[config.mk]
export PLATFORM = sky130hd
export DESIGN_NAME = bcd_conv_arbiter
export DESIGN_NICKNAME = d
export VERILOG_FILES = /design/src/rtl/bcd_arb_pkg.sv /design/src/rtl/rr_arbiter.sv /design/src/rtl/bcd_conv_arbiter.sv
export SDC_FILE = /design/constraint.sdc
export NUM_CORES = 1
export LEC_CHECK = 0
export ABC_AREA = 1
export CORE_AREA = 2 2 64 66
export DETAILED_ROUTE_END_ITERATION = 8
export DIE_AREA = 0 0 66 68
export PLACE_DENSITY = 0.74
export SLEW_MARGIN = 20
export SYNTH_ARGS = -nofsm -noshare
export SYNTH_HDL_FRONTEND = slang
export SYNTH_SLANG_ARGS = --single-unit
export TNS_END_PERCENT = 10
[constraint.sdc]
create_clock -name clk -period 2.4 [get_ports clk]
set_input_delay 0.24 -clock clk [delete_from_list [all_inputs] [get_ports clk]]
set_output_delay 0.24 -clock clk [all_outputs]
set_load 0.02 [all_outputs]
[src/rtl/bcd_arb_pkg.sv]
// Shared types and widths for the BCD converter arbiter.
package bcd_arb_pkg;

   typedef enum logic [1:0] {IDLE, CONVERT, HOLD} bcd_arb_state_t;

   localparam int unsigned BIN_W = 4;
   localparam int unsigned BCD_W = 8;

endpackage

[src/rtl/rr_arbiter.sv]
// Combinational round-robin pick; the search starts just after last_grant.
module rr_arbiter #(
   parameter int unsigned N_REQ = 4,
   parameter int unsigned ID_W  = $clog2(N_REQ)
) (
   input  logic [N_REQ-1:0] req,
   input  logic [ID_W-1:0]  last_grant,
   output logic [N_REQ-1:0] grant,
   output logic [ID_W-1:0]  grant_id,
   output logic             any_req
);

   logic            found;
   logic [ID_W-1:0] idx;

   always_comb begin
      grant    = '0;
      grant_id = '0;
      found    = 1'b0;
      idx      = '0;
      for (int unsigned off = 1; off <= N_REQ; off++) begin
         idx = ID_W'((32'(last_grant) + off) % N_REQ);
         if (!found && req[idx]) begin
            grant[idx] = 1'b1;
            grant_id   = idx;
            found      = 1'b1;
         end
      end
   end

   assign any_req = |req;

endmodule

[src/rtl/bcd_conv_arbiter.sv]
// Round-robin sequencer sharing one external binary-to-BCD converter among
// N_REQ requesters, returning tagged results over a valid/ready handshake.
module bcd_conv_arbiter
   import bcd_arb_pkg::*;
#(
   parameter int unsigned N_REQ = 4,
   parameter int unsigned ID_W  = $clog2(N_REQ)
) (
   input  logic                   clk,
   input  logic                   rst,
   input  logic [N_REQ-1:0]       req,
   input  logic [BIN_W*N_REQ-1:0] data_in,
   output logic [N_REQ-1:0]       ack,
   output logic [BIN_W-1:0]       conv_bin,
   input  logic [BCD_W-1:0]       conv_bcd,
   output logic                   result_valid,
   input  logic                   result_ready,
   output logic [BCD_W-1:0]       result_bcd,
   output logic [ID_W-1:0]        result_id,
   output logic                   busy
);

   bcd_arb_state_t   state;
   logic [ID_W-1:0]  last_grant;
   logic [ID_W-1:0]  cur_id;
   logic [N_REQ-1:0] grant;
   logic [ID_W-1:0]  grant_id;
   logic             any_req;
   logic [BIN_W-1:0] sel_bin;
   logic             take;

   rr_arbiter #(
      .N_REQ (N_REQ),
      .ID_W  (ID_W)
   ) u_rr_arbiter (
      .req        (req),
      .last_grant (last_grant),
      .grant      (grant),
      .grant_id   (grant_id),
      .any_req    (any_req)
   );

   always_comb begin
      sel_bin = '0;
      for (int unsigned i = 0; i < N_REQ; i++) begin
         if (grant[i]) begin
            sel_bin = data_in[i*BIN_W +: BIN_W];
         end
      end
   end

   // A grant happens from IDLE, or from HOLD in the same cycle the result is accepted.
   assign take = any_req && ((state == IDLE) || ((state == HOLD) && result_ready));
   assign busy = (state != IDLE);

   always_ff @(posedge clk) begin
      if (rst) begin
         state        <= IDLE;
         ack          <= '0;
         conv_bin     <= '0;
         result_valid <= 1'b0;
         result_bcd   <= '0;
         result_id    <= '0;
         cur_id       <= '0;
         last_grant   <= ID_W'(N_REQ - 1);
      end else begin
         ack <= '0;
         if (take) begin
            ack        <= grant;
            conv_bin   <= sel_bin;
            cur_id     <= grant_id;
            last_grant <= grant_id;
         end
         case (state)
            IDLE: begin
               if (any_req) state <= CONVERT;
            end
            CONVERT: begin
               result_bcd   <= conv_bcd;
               result_id    <= cur_id;
               result_valid <= 1'b1;
               state        <= HOLD;
            end
            HOLD: begin
               if (result_ready) begin
                  result_valid <= 1'b0;
                  state        <= any_req ? CONVERT : IDLE;
               end
            end
            default: state <= IDLE;
         endcase
      end
   end

endmodule

After elaboration in Yosys (flattened, before gate mapping)
Index checks and enable logic that the tools add are counted.
Widths: inputs -> output; s select.
{ "word_totals": {"latchBits": 0, "ram_bits": 0, "out_inout_bits": 20, "input_bits": 31, "n_memories": 0, "wordCells": 85, "register_bits": 25, "mem_bits_ro": 0} }
{ "op_classes": {"magnitude_cmp": 8, "mux": 37, "add_sub_neg": 4, "n_div": 0, "n_mul": 0, "n_reduce_logical": 20, "n_eq_ne": 4, "shift": 0, "n_bitwise": 4} }
{ "ops": {"columns": ["cell", "n"], "rows": [
  ["$mux 4", 8],
  ["$mux 1", 13],
  ["$lt 2x3->1 const B", 4],
  ["$mux 2", 6],
  ["$or 4x4->4", 3],
  ["$logic_and 1x1->1", 9],
  ["$bmux 1 s2", 4],
  ["$demux 1 s2", 4],
  ["$ge 2x1->1 const B", 4],
  ["$pmux 2 s3", 1],
  ["$add 2x1->2 const B", 2],
  ["$add 2x2->2 const B", 2],
  ["$ne 2x2->1 const B", 2],
  ["$reduce_and 2->1", 2],
  ["$reduce_bool 2->1", 2],
  ["$reduce_or 4->1", 1],
  ["$logic_not 1->1", 3],
  ["$eq 2x1->1 const B", 1],
  ["$eq 2x2->1 const B", 1],
  ["$logic_not 2->1", 1],
  ["$pmux 1 s2", 1],
  ["$reduce_or 2->1", 1],
  ["$logic_or 1x1->1", 1],
  ["$not 1->1", 1]
]} }

Depth between registers and ports, before layout
{ "depth": {"ltp_word": 17, "depth_mapped": 14, "ltp_nobuf": 14} }

Cells and area by module
From an unflattened synthesis, not the netlist that was laid out.
{ "unflattened": {"cells_unflattened": 224, "hier_area_um2": 1517.7} }
{ "modules_own_cells": {"columns": ["module", "cells_per_inst", "area_per_inst_um2", "n_inst", "seq_area_each_um2"], "rows": [
  ["bcd_conv_arbiter", 138, 989.7, 1, 500.5],
  ["rr_arbiter", 86, 528.0, 1, 0.0]
]} }

Worst setup path before layout
OpenSTA, ideal clock, no wires.
{ "synth_timing": {"path_type": "flip-flop to flip-flop", "startpoint": "reg last_grant[0]", "endpoint": "reg conv_bin[0]", "period_less_slack_ps": 2135, "path_stages_with_launch": 15, "required_ps": 2265, "slack_ps": 265, "t_arrival_ps": 2000, "setup_time_ps": 135, "path_cell_list": "dfxtp_1 inv_2 ha_1 inv_1 nand3_2 nand2_4 nor2_2 a21oi_1 nand3_2 inv_1 nand2_1 nand2_1 nand2_1 nand2_1 a21oi_2"} }
{ "synth_between": {"elab_chain_cells": 17, "elab_cells_between_ends": 52, "classes_between": "4 x add/sub; 8 x order compare; 27 x mux; 3 x bitwise; 10 x reduce/logical"} }
{ "synth_rtl": {"columns": ["element", "line_no", "text"], "rows": [
  ["start: declaration", "bcd_conv_arbiter.sv:24", "logic [ID_W-1:0] last_grant;"],
  ["start signal: assignment", "bcd_conv_arbiter.sv:65", "last_grant <= ID_W'(N_REQ - 1);"],
  ["start signal: assignment", "bcd_conv_arbiter.sv:72", "last_grant <= grant_id;"],
  ["parallel branches: the longest is 12 deep, another holds $lt 2x3->1", null, null],
  ["$mux 4 *", "rr_arbiter.sv:23", "if (!found && req[idx]) begin"],
  ["$mux 4 (3 in series)", "bcd_conv_arbiter.sv:46", "if (grant[i]) begin"],
  ["$mux 4 *", "bcd_conv_arbiter.sv:46", null],
  ["end signal: assignment", "bcd_conv_arbiter.sv:70", "conv_bin <= sel_bin;"],
  ["end: declaration", "bcd_conv_arbiter.sv:14", "output logic [BIN_W-1:0] conv_bin,"]
]} }
Every way passes the cells marked *. The select of a mux whose other input is x is not followed.
A chain may end at the register's enable or synchronous reset.

Final worst setup path
{ "layout_timing": {"startpoint": "reg last_grant[0]", "endpoint": "reg conv_bin[2]"} }
The elaborated chain is that of the path after synthesis.

==> flow_metrics.py <==
metrics = {
    "sta": {
        "worst_pin_slew_ns": 0.443,
        "slew_headroom_pct": 70.4,
        "finalSetupViolCount": 0,
        "period_needed_ns": 2.09,
        "setup_tns_ns": 0,
        "final_max_slew_viol_count": 0,
        "rsz0062_at_grt": "no",
        "max_freq_mhz": 479,
        "finalCritPeriodShare_pct": 87.0,
        "hold_violations": 0,
        "fin_skew_ns": 0.00297,
    },
    "routing": {
        "drcViolationCount": 0,
        "vias_per_cell": 4.70,
        "detail_route.first_pass.iterations": 4,
        "vias": 1505,
        "routed_wl_um": 3400,
        "wl_per_cell_um": 10.6,
        "dr.first_iter.drc_count": 58,
        "postRouteAntennaNets": 0,
    },
    "logic_synthesis": {
        "netlist_top_cells_area": "dfxtp_1, nand2_1, ha_1, nor2_1, inv_1",
        "synth_warnings": 0,
        "yosysTopAreaCell": "dfxtp_1",
        "netlist_area_sq_um": 1470,
        "synthCells": 215,
        "ys_ff_latch": 25,
        "syn-num-nets": 254,
        "ys_types": 23,
        "avgSynthCellArea_sq_um": 6.81,
        "yosysTopAreaCellShare_pct": 34.2,
        "synth-seq-area-share_pct": 34.2,
    },
    "cts": {
        "cts-resized-gates": 0,
        "post_cts_buffers": 0,
        "ctsHtreeMaxLevel": 1,
        "ctsHoldBuffers": 0,
        "cts.sinks": 25,
        "cts-root-buf": "clkbuf_8",
        "path_clk_slew_ns": 0.08,
        "numCtsBuffers": 3,
        "insertion_delay_ns": 0.26,
        "clockBufferDepth": 2,
        "cts_tree": "yes",
    },
    "floorplanning": {
        "dieArea_sq_um": 4490,
        "die_h_um": 68,
        "floorplan.initialDensity_pct": 38.0,
        "rows": 23,
        "ios": 51,
        "core_area_sq_um": 3860,
        "die_width_um": 66,
    },
    "setup_path": {
        "required_ns": 2.54,
        "worst-path-buf-inv": 3,
        "crit_chain": "inv_2 > ha_1 > inv_1 > nand3_2 > nand2_4 > nor2_2 > a21oi_1 > nand3_2 > inv_1 > nand2_1 > nand2_1 > nand2_1 > nand2_1 > a21oi_2",
        "r2r_start": "last_grant[0]$_SDFFE_PP1P_",
        "crit_path_end_kind": "register",
        "worst_setup_path_start_kind": "register",
        "cp_top_family": "simple AND/OR/NAND/NOR gates",
        "crit_top_cell": "nand2_1",
        "reg2reg_to": "conv_bin[2]$_SDFFE_PP0P_",
        "r2r_slack_ns": 0.31,
        "critPathKind": "register to register",
        "r2r_cells": 14,
        "slowest_stage": "dfxtp_1",
        "critPathArrivalTime_ns": 2.23,
        "cp_max_fo": 6,
        "cp_slowest_stage_delay_ns": 0.35,
    },
    "grt": {
        "grt_pass1_wl_um": 5630,
        "grt_max_degree": 14,
        "grtUsageTotal_pct": 15.7,
        "antenna_found_initial": 0,
        "first_global_vias": 1316,
        "grt_overflow_total": 0,
    },
    "worst_hold_path": {
        "hold_path_depth": 2,
        "holdCritStartpoint": "result_valid$_SDFFE_PP0P_",
        "hold_end": "result_valid$_SDFFE_PP0P_",
        "min_path_type": "register to register",
    },
    "power": {
        "p_leak_uw": 0.00101,
        "max-vdd-ir-drop_mv": 0.527,
        "cellPowerDensity_nw_per_um2": 1250,
        "totalPowerFinal_uw": 2630,
    },
    "placed_design": {
        "place_congestion": 0.904,
        "io_buffers": 50,
        "hpwl_um": 2640,
    },
    "cells_and_area": {
        "fin_nets": 310,
        "areaGrowthSynthToFinish_pct": 43.9,
        "fillers": 386,
        "layout_commonest_cell": "nand2_1",
        "layout_common_cells": "nand2_1, clkdlybuf4s50_1, nor2_1, dfxtp_1, inv_1",
        "drive_gt1_share_pct": 11.1,
        "antenna_cells": 0,
    },
    "status": {
        "status": "complete, no violations",
    },
    "run": {
        "maxCapViolations": 0,
    },
}
## tightest hold or removal path, stage by stage (launching register included)
cell	delay, ns
dfxtp_1	0.32
nand2_1	0.06
a21oi_1	0.05
## metal layers
layer	track usage, %	share of wire (%)
met1	20.9	47
met2	26.0	44
met3	2.14	6.8
met4	6.12	2.3
met5	0	0
## power by group
group	switching, uW	internal (uW)	leakage [uW]
clock network	120	118	0.0000228
logic	1070	712	0.000780
registers	60.2	548	0.000206
total	1250	1380	0.00101
## cell families (layout without fill, tap and decap cells)
group	after synthesis	count (layout)	synth area share, %
buffers and inverters	31	86	8.20
adders and majority gates	8	8	6.83
DFF	25	25	34.2
AOI/OAI and AO/OA	39	39	15.9
and+or+nand+nor	112	112	34.9
## stage by stage
stage	instances	cell area (sq um)	utilization (%)	hold slack, ns	setup WS (ns)
after global placement	316	2060	53.5	0.448	0.347
after detailed placement	316	2060	53.5	0.457	0.329
after floorplan	215	1470	-	0.375	0.265
after CTS	320	2110	54.7	0.470	0.321
after global routing	320	2110	54.7	0.495	0.0598
final	320	2110	54.7	0.467	0.313
## worst max-delay path by stage
stage / start / endpoint / cells past startpoint
floorplan: last_grant[0]$_SDFFE_PP1P_ / conv_bin[0]$_SDFFE_PP0P_ / 14
global placement: req[2] / conv_bin[1]$_SDFFE_PP0P_ / 14
detailed placement: req[2] / conv_bin[2]$_SDFFE_PP0P_ / 12
CTS: last_grant[0]$_SDFFE_PP1P_ / conv_bin[2]$_SDFFE_PP0P_ / 12
global route: last_grant[1]$_SDFFE_PP1P_ / conv_bin[1]$_SDFFE_PP0P_ / 14
finish: last_grant[0]$_SDFFE_PP1P_ / conv_bin[2]$_SDFFE_PP0P_ / 14
## cell usage after synthesis (all sizes together)
master and number:
a21boi 3, a21oi 21, a22oi 1, buf 1, clkbuf 4, dfxtp 25, ha 8, inv 26
nand2 65, nand3 15, nand4 3, nor2 29, o2111ai 1, o211ai 2, o21ai 11
## flip-flops by register name, indices dropped and copies added (netlist names)
register and cells:
result_valid 1, ack 4, state 2, result_bcd 8, cur_id 2, last_grant 2
result_id 2, conv_bin 4
## final cells by class
class                      count  area (sq um)  share of cell area (%)
clock buffer                   4          45.0                    2.14
tap                           50          62.6                    2.97
timing repair buffer          56           558                    26.5
sequential                    25           500                    23.7
multi-input combinational    159           845                    40.1
inverter                      26          97.6                    4.63
(Power assumes the default switching activity.)
